## src/rtl/mpu_pkg.sv

```systemverilog
// Shared definitions for the MPU load path: default geometry, loader FSM states
// and the dimension check used when a load request is accepted.
package mpu_pkg;

  // Global defaults; modules expose these as overridable parameters
  localparam int DEFAULT_FP              = 32;
  localparam int DEFAULT_M               = 4;
  localparam int DEFAULT_N               = 4;
  localparam int DEFAULT_LANES           = 2;
  localparam int DEFAULT_MATRIX_REG_SIZE = 2;

  typedef enum logic [1:0] {
    LOAD_IDLE,
    LOAD_MATRIX,
    LOAD_DONE
  } load_state_t;

  function automatic logic dims_ok(input int m, input int n, input int max_m, input int max_n);
    return (m != 0) && (n != 0) && (m <= max_m) && (n <= max_n);
  endfunction

endpackage

```

## src/rtl/mpu_load_addr_gen.sv

```systemverilog
// Row/column pointer for the matrix loader. Walks the source matrix row-major in
// groups of LANES columns; the last group of a row may be partial.
module mpu_load_addr_gen #(
  parameter int MW    = 3,
  parameter int NW    = 3,
  parameter int LANES = 2
) (
  input  logic             clk,
  input  logic             rst_n,
  input  logic             clear,
  input  logic             advance,
  input  logic [MW-1:0]    m_size,
  input  logic [NW-1:0]    n_size,
  output logic [MW-1:0]    row,
  output logic [NW-1:0]    col,
  output logic [LANES-1:0] lane_mask,
  output logic             last_beat
);

  // Two spare bits so col + LANES cannot wrap before the compare
  localparam int CW = NW + 2;

  logic [CW-1:0] col_next;
  logic          row_end;

  assign col_next  = CW'(col) + CW'(LANES);
  assign row_end   = col_next >= CW'(n_size);
  assign last_beat = row_end && (row == m_size - MW'(1));

  always_comb begin
    lane_mask = '0;
    for (int k = 0; k < LANES; k++) begin
      lane_mask[k] = (CW'(col) + CW'(k)) < CW'(n_size);
    end
  end

  always_ff @(posedge clk or negedge rst_n) begin
    if (!rst_n) begin
      row <= '0;
      col <= '0;
    end else if (clear) begin
      row <= '0;
      col <= '0;
    end else if (advance) begin
      if (row_end) begin
        col <= '0;
        row <= row + MW'(1);
      end else begin
        col <= col_next[NW-1:0];
      end
    end
  end

endmodule

```

## src/rtl/mpu_load_stream.sv

```systemverilog
// Multi-lane matrix loader: streams row-major elements into the MPU register file.
// Optional transpose-on-load is enabled by defining MPU_LOAD_TRANSPOSE_EN.
module mpu_load_stream
  import mpu_pkg::*;
#(
  parameter  int FP              = DEFAULT_FP,
  parameter  int M               = DEFAULT_M,
  parameter  int N               = DEFAULT_N,
  parameter  int LANES           = DEFAULT_LANES,
  parameter  int MATRIX_REG_SIZE = DEFAULT_MATRIX_REG_SIZE,
  localparam int MBITS           = $clog2(M),
  localparam int NBITS           = $clog2(N)
) (
  input  logic                       clk,
  input  logic                       rst_n,
  input  logic                       start_valid,
  output logic                       start_ready,
  input  logic [MBITS:0]             matrix_m_size,
  input  logic [NBITS:0]             matrix_n_size,
  input  logic [MATRIX_REG_SIZE-1:0] load_addr,
  input  logic                       abort,
`ifdef MPU_LOAD_TRANSPOSE_EN
  input  logic                       transpose,
`endif
  input  logic                       elem_valid,
  output logic                       elem_ready,
  input  logic [LANES*FP-1:0]        element,
  output logic                       error,
  output logic                       done,
  output logic [LANES-1:0]           reg_load_en,
  output logic [MATRIX_REG_SIZE-1:0] reg_load_addr,
  output logic [LANES*FP-1:0]        reg_element_out,
  output logic [MBITS:0]             reg_m_out,
  output logic [NBITS:0]             reg_n_out,
  output logic [MBITS:0]             reg_m_size,
  output logic [NBITS:0]             reg_n_size
);

  localparam int MW = MBITS + 1;
  localparam int NW = NBITS + 1;

  load_state_t state, state_next;

  logic [MW-1:0]    m_q;
  logic [NW-1:0]    n_q;
  logic             trans_q;
  logic             trans_in;
  logic             dims_valid;
  logic             start_fire;
  logic             beat_fire;
  logic             accept_start;
  logic [MW-1:0]    row;
  logic [NW-1:0]    col;
  logic [LANES-1:0] lane_mask;
  logic             last_beat;

`ifdef MPU_LOAD_TRANSPOSE_EN
  assign trans_in = transpose;
`else
  assign trans_in = 1'b0;
`endif

  // A transposed load lands as n x m, so the limits apply to the swapped shape
  assign dims_valid = trans_in ? dims_ok(int'(matrix_n_size), int'(matrix_m_size), M, N)
                               : dims_ok(int'(matrix_m_size), int'(matrix_n_size), M, N);

  assign start_ready  = (state == LOAD_IDLE);
  assign elem_ready   = (state == LOAD_MATRIX);
  assign start_fire   = start_valid && start_ready;
  assign accept_start = start_fire && dims_valid;
  assign beat_fire    = elem_valid && elem_ready && !abort;

  mpu_load_addr_gen #(
    .MW    (MW),
    .NW    (NW),
    .LANES (LANES)
  ) u_addr_gen (
    .clk       (clk),
    .rst_n     (rst_n),
    .clear     (accept_start),
    .advance   (beat_fire),
    .m_size    (m_q),
    .n_size    (n_q),
    .row       (row),
    .col       (col),
    .lane_mask (lane_mask),
    .last_beat (last_beat)
  );

  always_ff @(posedge clk or negedge rst_n) begin
    if (!rst_n) state <= LOAD_IDLE;
    else        state <= state_next;
  end

  always_comb begin
    state_next = state;
    unique case (state)
      LOAD_IDLE:   if (accept_start) state_next = LOAD_MATRIX;
      LOAD_MATRIX: begin
        if (abort)                       state_next = LOAD_IDLE;
        else if (beat_fire && last_beat) state_next = LOAD_DONE;
      end
      LOAD_DONE:   state_next = LOAD_IDLE;
      default:     state_next = LOAD_IDLE;
    endcase
  end

  // Iteration dims stay in source order; only the reported shape is swapped
  always_ff @(posedge clk or negedge rst_n) begin
    if (!rst_n) begin
      m_q             <= '0;
      n_q             <= '0;
      trans_q         <= 1'b0;
      error           <= 1'b0;
      done            <= 1'b0;
      reg_load_en     <= '0;
      reg_load_addr   <= '0;
      reg_element_out <= '0;
      reg_m_out       <= '0;
      reg_n_out       <= '0;
      reg_m_size      <= '0;
      reg_n_size      <= '0;
    end else begin
      reg_load_en <= '0;
      done        <= (state == LOAD_DONE);
      if (start_fire) begin
        error <= !dims_valid;
        if (dims_valid) begin
          m_q           <= matrix_m_size;
          n_q           <= matrix_n_size;
          trans_q       <= trans_in;
          reg_load_addr <= load_addr;
          reg_m_size    <= trans_in ? MW'(matrix_n_size) : matrix_m_size;
          reg_n_size    <= trans_in ? NW'(matrix_m_size) : matrix_n_size;
        end
      end
      if (beat_fire) begin
        reg_load_en     <= lane_mask;
        reg_element_out <= element;
        reg_m_out       <= trans_q ? MW'(col) : row;
        reg_n_out       <= trans_q ? NW'(row) : col;
      end
    end
  end

endmodule
```

## config.mk

```make
export PLATFORM = sky130hd
export DESIGN_NAME = mpu_load_stream
export DESIGN_NICKNAME = d
export VERILOG_FILES = /design/src/rtl/mpu_pkg.sv /design/src/rtl/mpu_load_addr_gen.sv /design/src/rtl/mpu_load_stream.sv
export SDC_FILE = /design/constraint.sdc
export NUM_CORES = 1
export LEC_CHECK = 0
export ABC_AREA = 1
export BUFFER_PORTS_ARGS = -buffer_cell sky130_fd_sc_hd__buf_2
export CAP_MARGIN = 20
export CORE_AREA = 5 5 110 112
export DETAILED_ROUTE_END_ITERATION = 16
export DIE_AREA = 0 0 115 117
export GPL_TIMING_DRIVEN = 0
export MAX_ROUTING_LAYER = met4
export PLACE_DENSITY_LB_ADDON = 0.2
export SYNTH_ARGS = -nofsm -noshare
export SYNTH_HDL_FRONTEND = slang
export SYNTH_HIERARCHICAL = 1
export SYNTH_SLANG_ARGS = --single-unit
```

## constraint.sdc

```tcl
create_clock -name clk -period 3.17 [get_ports clk]
set_input_delay 0.317 -clock clk [delete_from_list [all_inputs] [get_ports clk]]
set_output_delay 0.317 -clock clk [all_outputs]
set_load 0.01 [all_outputs]
```

; ---- Yosys cells after proc, flatten, opt, wreduce, memory -nomap -nowiden
; Cells that the tools add are included.
[classes]
addsub = 4
n_lt_le_gt_ge = 5
eq_ne = 5
muxes = 11
n_reduce_logical = 19
[ops]
columns = op, count
row1 = 3-bit two-way mux, 6
row2 = 1-bit logical AND, 9
row3 = 2-bit two-way mux, 4
row4 = "3-bit <= comparator, second input constant", 2
row5 = 2-bit AND reduction, 3
row6 = 3-bit nonzero test, 2
row7 = 5-bit by 3-bit greater-or-equal comparator with 1-bit output, 1
row8 = 5-bit by 3-bit < comparator with 1-bit output, 1
row9 = "3-bit by 1-bit adder with 4-bit output, second input constant", 1
row10 = "3-bit by 2-bit adder with 4-bit output, second input constant", 1
row11 = 2-bit one-hot mux with 2 select lines, 1
row12 = 2-bit nonzero test, 2
row13 = "3-bit by 1-bit adder with 3-bit output, second input constant", 1
row14 = 3-bit equality test, 1
row15 = 3-bit < comparator, 1
row16 = "3-bit by 2-bit != test with 1-bit output, second input constant", 1
row17 = "3-bit by 1-bit subtractor with 3-bit output, second input constant", 1
row18 = "2-bit by 1-bit equality test with 1-bit output, second input constant", 1
row19 = "2-bit equality test, second input constant", 1
row20 = 1-bit zero test, 2
row21 = 2-bit zero test, 1
row22 = "2-bit by 1-bit != test with 1-bit output, second input constant", 1
[totals]
ff_bits = 90
elab_cells = 56

; ---- Depth between registers and ports, before layout
; Gate-level depths: netlist of the first run.
[depth]
word_depth = 7
mapped_depth = 11
ltp_nobuf = 11

; ---- Modules after synthesis
; Netlist of the first run, hierarchy kept.
[by_module_without_submodules]
columns = mod, n_inst, cells_per_inst, area_per_inst_um2, seq_area_each_um2
row1 = mpu_load_stream, 1, 365, 3283.1, 2102.0
row2 = mpu_load_addr_gen, 1, 64, 498.0, 125.1

; ---- Worst setup path before layout of the first run
; OpenSTA, ideal clock, no wires.
[synth_path]
path_type = reg-to-reg
from = register u_addr_gen.col[1]
to = register state[0]
setup_ns = 0.130
arrival_ns = 1.597
t_required_ns = 3.040
setup_slack_ns = 1.443
stages_incl_launch_ff = 11
period_less_slack_ns = 1.727
path_cell_list = dfrtp_1 -> fa_1 -> inv_1 -> nor2_1 -> nand2_2 -> nand2_1 -> nand3_1 -> nor2_1 -> inv_1 -> nor2_1 -> o21ai_0
[synth_via]
elab_chain_cells = 6
[synth_lines]
columns = element, line_no
row1 = start: declaration, mpu_load_addr_gen.sv:15  ; output logic [NW-1:0] col,
row2 = start signal: assignment, mpu_load_addr_gen.sv:49  ; col <= col_next[NW-1:0];
row3 = 3-bit by 2-bit adder with 4-bit output, mpu_load_addr_gen.sv:26  ; assign col_next = CW'(col) + CW'(LANES);
row4 = 5-bit by 3-bit greater-or-equal comparator with 1-bit output, mpu_load_addr_gen.sv:27  ; assign row_end = col_next >= CW'(n_size);
row5 = 1-bit logical AND, mpu_load_addr_gen.sv:28  ; assign last_beat = row_end && (row == m_size - MW'(1));
row6 = named net last_beat, mpu_load_stream.sv:55  ; logic last_beat;
row7 = 1-bit logical AND, mpu_load_stream.sv:101  ; else if (beat_fire && last_beat) state_next = LOAD_DONE;
row8 = 3-bit by 2-bit != test with 1-bit output (no line), n/a
row9 = 2-bit AND reduction (no line), n/a
row10 = end signal: assignment, mpu_load_stream.sv:92  ; else state <= state_next;
row11 = end: declaration, mpu_load_stream.sv:42  ; load_state_t state, state_next;
; The timed path passes the listed nets, and every way through them passes these cells.
; A chain may end at the register's enable or synchronous reset.

; ---- Final worst setup path of the first run
; Ends and elaborated chain as after synthesis.

==> impl_results.md, run 1 <==
- Synthesized area: 0.00378 sq mm
- Final Hold Fails: 12
- FF-to-FF setup slack: 1250 ps
- Met2 GRT Util: 22.5%
- Largest net degree at the start of global routing: 47
- Post-synth top cells: 239 x nand2_1, 89 x dfrtp_1, 21 x inv_1, 14 x buf_4, 14 x nor2_1
- HPWL after DPL: 7120 microns
- Post-CTS Resized: 0
- Setup TNS: 0 ps
- Post-CTS Setup Inserts: 0
- Initial antenna violation count: 0
- Syn Nets: 515
- Outcome: complete, but fails checks
- Hold Crit Class: in -> async
- Synth area leader: dfrtp_1
- CP bufs+invs: 2
- # Max-Cap Violations: 0
- Area contributors post-synth: dfrtp_1 59%, nand2_1 24%, buf_4 2.8%, ha_1 2.6%, inv_1 2.1%
- Slowest cell delay on critical path: 560 ps
- Crit path kind: reg -> reg
- Crit path DAT: 2130 ps
- Worst-skew pair later-pin latency: 330 ps
- DR pass1 iterations: 4
- Clock skew: 6.38 ps
- Crit-path most repeated cell: nor2_1
- DP Worst Slack: 1260 ps
- CTS Hold Bufs: 0
- Yosys reg bits: 89
- Largest delay share family, worst path: simple AND/OR/NAND/NOR gates
- Startpoint Class: flip-flop
- Tightest Pin Transition: 598 ps
- Total GRT Usage: 14.6%
- Vias in the first global route: 3190
- Peak supply drop: 0.377 mV
- N_diodes: 0
- Leakage: 3.02 nW
- Area of the multi-input gates: 0.00133 sq mm
- CP max-delay cell: fa_1
- CTS clk-pin slew, worst paths: 60 ps
- DR vias: 3249
- Async set-reset flop share out of synthesis: 100%
- Netlist cell types: 24
- WHS: -11.3 ps
- R2R cell count: 10
- Slew HR: 60.2%
- Total wire length: 9460 microns
- Crit. path cell count: 10
- Post-synth EDFFs: 0
- Unrepaired setup endpoints after global routing: false
- Final period util: 60.7%
- Die Area: 0.0135 sq mm
- Crit-path cells: fa_1 > inv_1 > nor2_1 > nand2_2 > nand2_1 > nand3_1 > nor2_1 > inv_1 > nor2_1 > o21ai_0
- CTS sink count: 89
- Req. time, crit path: 3380 ps
- Period minus WS final: 1920 ps
- Final Setup Violations: 0
- R2r endpoint: state[0]
- Grt peak-use layer: met2
- # DRC: 0
- CTS root buf: clkbuf_16
- Failing checks: hold timing
- Avg Vias per Cell: 4.34
- Top_reg_cell synth: dfrtp_1
- Routability Congestion: 0.799
- Die height: 117 microns
- Starting density of the core: 34.0%
- Crit Path Max Fanout: 6
- Wirelength per Cell: 12.6 microns
- Sequential area share after synthesis: 58.9%
- Final core occ: 45.8%
- Met3 GRT Util: 3.08%
- PortBufs: 160
- TritonCTS Buffers: 9
- Row count: 39
- Layout area overhead: 34.9%
- DR iter-0 viols: 196
- Final WS setup: 1250 ps
- Die X: 115 microns
- H-tree Lvls: 3
- First-pass GRT wire length: 15200 microns
- Final Max Slew Viols: 0
- Top Ports: 161
- M1 GR Usage: 18.9%
- Most common cell in the netlist: nand2_1
- CP Capture Type: flip-flop
- Core area: 0.0111 sq mm
- Max Clock Freq: 520 MHz
- Layout cells sized above 1: 33.7%
- Syn Area/Cell: 8.81 sq um
- Sequential cell area: 0.00223 sq mm
- PwrDens: 782 mW/mm^2
- CTS max path bufs: 2
- NumNets Final: 687
- FF-to-FF Start: u_addr_gen/col[1]
- Warnings, synthesis: 6
- Fill cells: 1130
- CTS tree: yes
- Syn Inst Count: 429
- Routed Antenna Nets: 0
- Overflow after GRT: 0
- Area share of the largest cell type after synthesis: 58.9%
[metrics by stage]
stage                     area [sq um]  power (mW)  hold slack (ps)  std cells
final                             5100        3.99            -11.3        749
after global routing              5100        4.28             43.2        749
after CTS                         5100        4.06             7.43        749
after detailed placement          4790        2.94              367        733
after global placement            4760        2.90              454        732
after floorplan                   3780        2.37             21.4        429
[layout make-up]
type | instances | area share (%)
plain buffers | 17 | 2.58
clock buffers | 14 | 5.37
clock inverters | 2 | 0.687
inverters | 24 | 1.77
multi-input cells | 299 | 26.1
flip-flops and latches | 89 | 43.7
well taps | 143 | 3.51
repair buffers | 161 | 16.3
[layout by cell type (no fill, tap or decap), types with 8 or more instances in the layout]
master,instances
nand2_1,239
nor2_1,14
buf_2,159
clkbuf_16,9
nand4_1,10
dfrtp_1,89
ha_1,8
inv_1,21
buf_4,15
[metal layers]
metal  part of all wire, %  vias to the layer above
met5                     0                        -
met4                   1.4                        0
met3                   8.3                       11
met2                    47                      114
met1                    43                     1466
li1                      -                     1658
[report_power, final]
part / internal (mW) / switching (mW) / total, mW
registers: 1.49 / 0.218 / 1.70
clock network: 0.675 / 0.410 / 1.09
logic: 0.519 / 0.677 / 1.20
total: 2.68 / 1.31 / 3.99
[worst max path at each step]
stage | slack (ps) | startpoint | end
5_1_grt | 1030 | u_addr_gen/col[1] | state[0]
2_1_floorplan | 1440 | u_addr_gen/col[1] | state[0]
6_report | 1250 | u_addr_gen/col[1] | state[0]
4_1_cts | 1230 | u_addr_gen/col[1] | state[0]
3_3_place_gp | 940 | rst_n | reg_element_out[0]
3_5_place_dp | 1260 | u_addr_gen/col[1] | state[0]
[worst register-to-register path: stages (launching register included)]
cell and delay [ps]:
dfrtp_1 460, fa_1 560, inv_1 50, nor2_1 120, nand2_2 90, nand2_1 90, nand3_1 70, nor2_1 100
inv_1 40, nor2_1 140, o21ai_0 90
[state kept, by name (all words and copies together) (netlist names)]
register and count:
reg_element_out 64, reg_m_out 3, reg_m_size 3, reg_n_out 3, reg_n_size 3, u_addr_gen/row 3, reg_load_addr 2, reg_load_en 2
state 2, u_addr_gen/col 2, done 1, error 1
[logic make-up (layout without fill, tap and decap cells)]
logic type / Yosys count / after routing / share of synthesized area, %
AND/OR/NAND/NOR: 276 / 276 / 29.6
flip-flops: 89 / 89 / 58.9
buffers and inverters: 41 / 218 / 5.86
adder cells (fa/ha/maj): 9 / 9 / 3.18
AO/OA/AOI/OAI: 9 / 9 / 1.39
XOR/XNOR: 4 / 4 / 0.927
other: 1 / 1 / 0.0992
Power figures use the tool's default switching activity.
==> inputs of run 2 (changes only) <==
- ABC_AREA: 1 -> 0
- CORE_AREA: 5 5 110 112 -> 5 5 113 115
- DIE_AREA: 0 0 115 117 -> 0 0 118 120
- clock period: 3.17 -> 1.8 ns (I/O delays scaled with it)
==> run 2 against run 1 <==
  * The flow finishes with violations (setup timing)
  * Sequential share of layout area down 2.5 points
  * Sequential cell count unchanged
  * Highest routed layer unchanged
  * Combinational power up 120%
  * Synthesized area up 5.8%
  * Global-route usage down 1.7 points
  * Largest cell class unchanged
  * Register-to-register slack worse by 1300 ps
  * Cell count down 23%
  * Wire length down 5.6%
  * Final area up 6.1%
  * Synthesized cell count down 42%
  * Via count down 18%
==> impl_results.md, run 2 <==
- Largest register FFs: 64 (unchanged)
- Period minus WS final: 1810 ps (was 1920 ps)
- NumNets Final: 514 (was 687)
- Max Clock Freq: 551 MHz (was 520 MHz)
- Post-synth top cells: 89 x dfrtp_1, 56 x mux2_4, 19 x mux2_2, 8 x ha_1 (was 239 x nand2_1, 89 x dfrtp_1, 21 x inv_1, 14 x buf_4, 14 x nor2_1)
- N_diodes: 0 (unchanged)
- Avg Vias per Cell: 4.58 (was 4.34)
- Yosys reg bits: 89 (unchanged)
- Req. time, crit path: 2070 ps (was 3380 ps)
- Warnings, synthesis: 6 (unchanged)
- Vias in the first global route: 2726 (was 3190)
- Die height: 120 microns (was 117 microns)
- Most flops, register: reg_element_out (unchanged)
- Failing checks: setup timing (was hold timing)
- Final Setup Violations: 1 (was 0)
- Synth area leader: dfrtp_1 (unchanged)
- Tightest Pin Transition: 594 ps (was 598 ps)
- Area contributors post-synth: dfrtp_1 56%, mux2_4 21%, mux2_2 5.3%, buf_12 3.5%, ha_1 2.5% (was dfrtp_1 59%, nand2_1 24%, buf_4 2.8%, ha_1 2.6%, inv_1 2.1%)
- Slew HR: 60.4% (was 60.2%)
- Async set-reset flop share out of synthesis: 100% (unchanged)
- Top Ports: 161 (unchanged)
- Most common cell in the netlist: dfrtp_1 (was nand2_1)
- DP Worst Slack: -113 ps (was 1260 ps)
- Syn Area/Cell: 16.0 sq um (was 8.81 sq um)
- HPWL after DPL: 6640 microns (was 7120 microns)
- Layout cells sized above 1: 65.6% (was 33.7%)
- Final WS setup: -14.6 ps (was 1250 ps)
- Total wire length: 8920 microns (was 9460 microns)
- Wirelength per Cell: 15.4 microns (was 12.6 microns)
- Synthesized area: 0.00400 sq mm (was 0.00378 sq mm)
- Post-synth EDFFs: 0 (unchanged)
- Largest net degree at the start of global routing: 47 (unchanged)
- Routed Antenna Nets: 0 (unchanged)
- Leakage: 2.73 nW (was 3.02 nW)
- Outcome: complete, but fails checks (unchanged)
- Commonest cells after routing, fill and taps aside: 158 x buf_2, 86 x dfrtp_1, 56 x mux2_4, 19 x mux2_2, 10 x buf_4 (was 239 x nand2_1, 159 x buf_2, 89 x dfrtp_1, 21 x inv_1, 15 x buf_4)
- # Max-Cap Violations: 0 (unchanged)
- WL met1: 4000 microns (was 4100 microns)
- Total GRT Usage: 12.9% (was 14.6%)
- Final period util: 101% (was 60.7%)
- CP Capture Type: flip-flop (unchanged)
- CTS max path bufs: 2 (unchanged)
- TritonCTS Buffers: 9 (unchanged)
- Uppermost layer routed: met4 (unchanged)
- Clock skew: 4.44 ps (was 6.38 ps)
- PortBufs: 159 (was 160)
- Final Hold Fails: 0 (was 12)
- Top_reg_cell synth: dfrtp_1 (unchanged)
- Crit Path Max Fanout: 4 (was 6)
- DR iter-0 viols: 78 (was 196)
- Peak supply drop: 0.640 mV (was 0.377 mV)
- PwrDens: 1400 mW/mm^2 (was 782 mW/mm^2)
- First-pass GRT wire length: 14200 microns (was 15200 microns)
- Die Area: 0.0142 sq mm (was 0.0135 sq mm)
- Overflow after GRT: 0 (unchanged)
- Starting density of the core: 34.2% (was 34.0%)
- H-tree Lvls: 3 (unchanged)
- CTS sink count: 89 (unchanged)
- Die X: 118 microns (was 115 microns)
- Initial antenna violation count: 0 (unchanged)
- CTS clk-pin slew, worst paths: 70 ps (was 60 ps)
- Core area: 0.0117 sq mm (was 0.0111 sq mm)
- # DRC: 0 (unchanged)
- Commonest non-fill, non-tap cell in the layout: buf_2 (was nand2_1)
- Netlist cell types: 38 (was 24)
- Row count: 40 (was 39)
- Area share of the largest cell type after synthesis: 55.7% (was 58.9%)
- Startpoint Class: flip-flop (unchanged)
- Worst-skew pair later-pin latency: 330 ps (about the same)
- Sequential area share after synthesis: 55.7% (was 58.9%)
- Met3 WL: 703 microns (was 789 microns)
- DR vias: 2654 (was 3249)
- Routability Congestion: 0.751 (was 0.799)
- Syn Nets: 336 (was 515)
- WHS: 68.3 ps (was -11.3 ps)
- Unrepaired setup endpoints after global routing: true (was false)
- Hold Crit Class: in -> reg (was in -> async)
- Metal2 WL: 4080 microns (was 4430 microns)
- Setup TNS: -14.6 ps (was 0 ps)
- Power Total: 7.60 mW (was 3.99 mW)
- Crit path DAT: 2080 ps (was 2130 ps)
- DR pass1 iterations: 4 (unchanged)
- CTS tree: yes (unchanged)
- Final core occ: 46.2% (was 45.8%)
- Syn Inst Count: 250 (was 429)
- CTS root buf: clkbuf_16 (unchanged)
- Layout area overhead: 35.3% (was 34.9%)
- Final Max Slew Viols: 0 (unchanged)
- Crit path kind: reg -> reg (unchanged)
## run 2: changes by cell type after synthesis, moves of 10 or more
| cell | before | now |
|---|---|---|
| nand2_1 | 239 | 4 |
| mux2_4 | 0 | 56 |
| mux2_2 | 0 | 19 |
| inv_1 | 21 | 7 |
| buf_4 | 14 | 2 |
| nor2_1 | 14 | 4 |
## run 2: metal layers
| layer | up-vias | track usage, % |
|---|---|---|
| met3 | 9 | 4.01 |
| met2 | 115 | 19.3 |
| met4 | 0 | 5.16 |
| met5 | - | - |
| met1 | 1301 | 16.5 |
| li1 | 1229 | - |
## run 2: final cells by class
cell class | instances | area (sq um)
inverters | 7 | 26.3
flip-flops and latches | 89 | 2230
multi-input cells | 143 | 1640
clock inverters | 7 | 80.1
clock buffers | 9 | 225
plain buffers | 10 | 143
well taps | 147 | 184
repair buffers | 168 | 888
fillers | 1080 | 6300
## run 2: per-stage QoR
| step | cell area [sq um] | cells |
|---|---|---|
| after floorplan | 4010 | 250 |
| after global placement | 4990 | 556 |
| final | 5410 | 580 |
| after detailed placement | 5020 | 557 |
| after CTS | 5380 | 578 |
| after global routing | 5410 | 580 |
## run 2: path summary, 6_finish.rpt
| check | slack, ps | end | start | cells past startpoint |
|---|---|---|---|---|
| max reg2reg | -10 | u_addr_gen/row[2] | u_addr_gen/col[1] | 5 |
| max in group asynchronous | 750 | u_addr_gen/col[2] | rst_n | 3 |
| min in group asynchronous | 390 | reg_element_out[40] | rst_n | 2 |
| max | -10 | u_addr_gen/row[2] | u_addr_gen/col[1] | 5 |
| min reg2reg | 490 | error | error | 1 |
| min | 70 | reg_element_out[4] | element[4] | 2 |
## run 2: repair_timing
action                                  CTS  global route
hold buffers                              1             0
setup buffers                             4             3
hold endpoints to repair                 43             0
gates resized for setup                   4             8
endpoints found under the setup margin    4             7
pin swaps                                 0             4
## run 2: logic make-up after synthesis
group | share of synthesized area [%]
fa+ha+maj | 3.00
buf+inv | 4.72
mux | 26.6
simple gates | 5.44
other cells | 0.0937
xor+xnor | 1.75
compound gates | 2.72
flops | 55.7
## run 2: power breakdown
part	switching [mW]	internal [mW]
sequential	0.379	2.69
clock	0.808	1.09
combinational	1.12	1.51
## run 2: worst max-delay path, cell delays in order (launching register included)
cell,delay [ps]
dfrtp_2,440
fa_2,560
nor2b_4,180
o22ai_4,110
or3_4,340
a21oi_2,120
==> inputs of run 3 (changes only) <==
- CORE_AREA: 5 5 113 115 -> 5 5 108 110
- DIE_AREA: 0 0 118 120 -> 0 0 113 115
- SYNTH_HIERARCHICAL: 1 -> unset
==> run 3 against run 2 <==
  * The flow now finishes without violations
  * Sequential power fell by 2%
  * Hold slack got worse by 18 ps
  * Clock-buffer cell count rose by 5
  * Wire length fell by 11%
  * Fmax rose by 3.5%
  * Die area fell by 8.2%
  * Critical path depth rose by 1
  * Cell count fell by 3.8%
  * Clock skew rose by 2.8 ps
  * Synthesized cell count fell by 4.8%
  * Core utilization rose by 0.11 points
  * Critical path type unchanged
  * Highest routed layer unchanged
==> impl_results.md, run 3 <==
- Final period util: 97.4% (was 101%)
- CP endpoint: u_addr_gen.row[1] (was u_addr_gen/row[2])
- PwrDens: 1390 mW/mm^2 (was 1400 mW/mm^2)
- Die Area: 0.0130 sq mm (was 0.0142 sq mm)
- Async set-reset flop share out of synthesis: 100% (unchanged)
- NetSw: 2.06 mW (was 2.31 mW)
- NumNets Final: 499 (was 514)
- # DRC: 0 (unchanged)
- Avg Vias per Cell: 4.45 (was 4.58)
- First-pass GRT wire length: 13100 microns (was 14200 microns)
- Commonest non-fill, non-tap cell in the layout: buf_2 (unchanged)
- Row count: 38 (was 40)
- Top Ports: 161 (unchanged)
- Top_reg_cell synth: dfrtp_1 (unchanged)
- Initial antenna violation count: 0 (unchanged)
- CTS tree: yes (unchanged)
- Crit path from: u_addr_gen.col[1] (was u_addr_gen/col[1])
- Syn Nets: 324 (was 336)
- Netlist cell types: 30 (was 38)
- Crit-path cells: ha_4 > ha_4 > a211o_1 > o21ai_4 > mux2i_1 > nor2_1 (was fa_2 > nor2b_4 > o22ai_4 > or3_4 > a21oi_2)
- CP max-delay cell: dfrtp_2 (was fa_2)
- PortBufs: 159 (unchanged)
- Hold Crit Class: in -> reg (unchanged)
- TritonCTS Buffers: 9 (unchanged)
- DR iter-0 viols: 67 (was 78)
- Crit path kind: reg -> reg (unchanged)
- H-tree Lvls: 3 (unchanged)
- Peak supply drop: 0.473 mV (was 0.640 mV)
- Post-synth EDFFs: 0 (unchanged)
- DR vias: 2481 (was 2654)
- Clock skew: 7.21 ps (was 4.44 ps)
- Largest delay share family, worst path: compound AO/OA/AOI/OAI gates (was adder cells)
- Placed cells: 538 (was 557)
- Die height: 115 microns (was 120 microns)
- N_diodes: 0 (unchanged)
- CP Capture Type: flip-flop (unchanged)
- Outcome: complete, no violations (was complete, but fails checks)
- Crit-path most repeated cell: ha_4
- Overflow after GRT: 0 (unchanged)
- Clock share of power: 22.9% (was 24.9%)
- Final core occ: 46.3% (was 46.2%)
- Reg power frac: 44.0% (was 40.4%)
- FF-to-FF Start: u_addr_gen.col[1] (was u_addr_gen/col[1])
- # Max-Cap Violations: 0 (unchanged)
- Slowest cell delay on critical path: 440 ps (was 560 ps)
- Total wire length: 7900 microns (was 8920 microns)
- Synthesized area: 0.00361 sq mm (was 0.00400 sq mm)
- Setup TNS: 0 ps (was -14.6 ps)
- Max Clock Freq: 570 MHz (was 551 MHz)
- Final Max Slew Viols: 0 (unchanged)
- Synth area leader: dfrtp_1 (unchanged)
- CP bufs+invs: 0 (unchanged)
- Int Pwr: 4.76 mW (was 5.29 mW)
- Starting density of the core: 34.0% (was 34.2%)
- Area contributors post-synth: dfrtp_1 61%, mux2_2 22%, ha_1 3.1%, mux2_4 2.1%, buf_6 1.9% (was dfrtp_1 56%, mux2_4 21%, mux2_2 5.3%, buf_12 3.5%, ha_1 2.5%)
- Post-route cell area: 0.00491 sq mm (was 0.00541 sq mm)
- Total GRT Usage: 13.0% (was 12.9%)
- Crit path DAT: 2010 ps (was 2080 ps)
- R2r endpoint: u_addr_gen.row[1] (was u_addr_gen/row[2])
- Layout area overhead: 36.1% (was 35.3%)
- Routability Congestion: 0.747 (was 0.751)
- Power Total: 6.82 mW (was 7.60 mW)
- CTS clk-pin slew, worst paths: 90 ps (was 70 ps)
- Vias in the first global route: 2729 (was 2726)
- Req. time, crit path: 2050 ps (was 2070 ps)
- Yosys reg bits: 88 (was 89)
- FF-to-FF setup slack: 50 ps (was -10 ps)
- Unrepaired setup endpoints after global routing: true (unchanged)
- Routed Antenna Nets: 0 (unchanged)
- Syn Area/Cell: 15.2 sq um (was 16.0 sq um)
- Most common cell in the netlist: dfrtp_1 (unchanged)
- Leakage: 2.48 nW (was 2.73 nW)
- Period minus WS final: 1750 ps (was 1810 ps)
- CTS max path bufs: 2 (unchanged)
- Most flops, register: reg_element_out (unchanged)
- Comb power frac: 33.1% (was 34.6%)
- Wirelength per Cell: 14.2 microns (was 15.4 microns)
- Area share of the largest cell type after synthesis: 61.0% (was 55.7%)
- DR pass1 iterations: 3 (was 4)
- CTS sink count: 88 (was 89)
- Sw Share: 30.2% (was 30.4%)
- Warnings, synthesis: 0 (was 6)
- Syn Inst Count: 238 (was 250)
- Worst-skew pair later-pin latency: 350 ps (was 330 ps)
- Commonest cells after routing, fill and taps aside: 162 x buf_2, 87 x dfrtp_1, 71 x mux2_2, 12 x clkbuf_8, 8 x nor2_1 (was 158 x buf_2, 86 x dfrtp_1, 56 x mux2_4, 19 x mux2_2, 10 x buf_4)
- Non-filler instance count after layout: 558 (was 580)
- Largest register FFs: 64 (unchanged)
- R2R cell count: 6 (was 5)
- Final Setup Violations: 0 (was 1)
- Post-Place Cell Area: 0.00461 sq mm (was 0.00502 sq mm)
- Startpoint Class: flip-flop (unchanged)
- Core area: 0.0106 sq mm (was 0.0117 sq mm)
- Sequential area share after synthesis: 61.0% (was 55.7%)
- Layout cells sized above 1: 65.3% (was 65.6%)
- CTS root buf: clkbuf_8 (was clkbuf_16)
- HPWL after DPL: 6000 microns (was 6640 microns)
- Largest net degree at the start of global routing: 54 (was 47)
- Die X: 113 microns (was 118 microns)
- Crit Path Max Fanout: 4 (unchanged)
- Final Hold Fails: 0 (unchanged)
- Crit. path cell count: 6 (was 5)
- Post-synth top cells: 88 x dfrtp_1, 71 x mux2_2, 9 x ha_1, 9 x nor2_1, 6 x buf_6 (was 89 x dfrtp_1, 56 x mux2_4, 19 x mux2_2, 8 x ha_1)
[run 3: cell count changes in the layout (fill, tap and decap cells not counted), moves of 4 or more]
cell,change
nor2_1,+4
mux2_2,+52
buf_6,+6
buf_4,-5
nand3_1,-4
clkbuf_8,+12
clkbuf_16,-9
buf_2,+4
mux2_4,-51
buf_12,-6
[run 3: kinds of logic after synthesis]
kind of cell | Yosys count | synth area share, %
mux | 77 | 24.5
buf+inv | 17 | 3.26
fa+ha+maj | 9 | 3.12
simple gates | 26 | 4.13
flops | 88 | 61.0
compound gates | 14 | 2.39
other cells | 1 | 0.104
xor+xnor | 6 | 1.46
[run 3: worst min path at each step]
stage | startpoint | slack (ps) | cells after the start | endpoint
2_1_floorplan | rst_n | -120 | 0 | done
6_report | element[8] | 50 | 2 | reg_element_out[8]
3_3_place_gp | element[59] | 410 | 2 | reg_element_out[59]
3_5_place_dp | rst_n | 180 | 1 | reg_element_out[44]
4_1_cts | element[8] | 30 | 2 | reg_element_out[8]
5_1_grt | element[11] | 30 | 2 | reg_element_out[11]
[run 3: through the flow]
step	worst slack (ps)	hold WS, ps
6_report	46.5	50.0
5_1_grt	-19.1	31.6
4_1_cts	-36.2	26.8
3_5_place_dp	-208	176
3_3_place_gp	-275	412
2_1_floorplan	-20.2	-116
[run 3: per-layer routing]
metal	global-route usage, %	up-vias	share of wire [%]
met3	3.32	12	8.7
li1	-	1177	-
met5	-	-	0
met1	16.2	1194	43
met4	6.25	0	1.9
met2	19.9	98	47
[run 3: cell type report]
class,instances,area [sq um]
Tap cell,140,175
Fill cell,996,5690
Inverter,5,18.8
Buffer,12,98.8
Multi-Input combinational cell,133,1330
Clock buffer,14,173
Sequential cell,88,2200
Timing Repair Buffer,164,858
Clock inverter,2,60.1
[run 3: power groups by stage]
stage | Clock (mW) | Sequential (mW) | Combinational, mW
floorplan | 0 | 3.37 | 0.894
global placement | 0 | 3.03 | 2.18
detailed placement | 0 | 3.06 | 2.22
CTS | 1.62 | 3.01 | 2.30
global route | 1.71 | 3.12 | 2.47
finish | 1.56 | 3.00 | 2.25
[run 3: repair_timing]
| action | in CTS | in global routing |
|---|---|---|
| gates resized for setup | 4 | 1 |
| pin swaps | 4 | 3 |
| cloned | 0 | 0 |
| endpoints found under the setup margin | 7 | 7 |
| hold buffers | 1 | 0 |
| setup buffers | 2 | 1 |
| endpoints found under the hold margin | 35 | 0 |
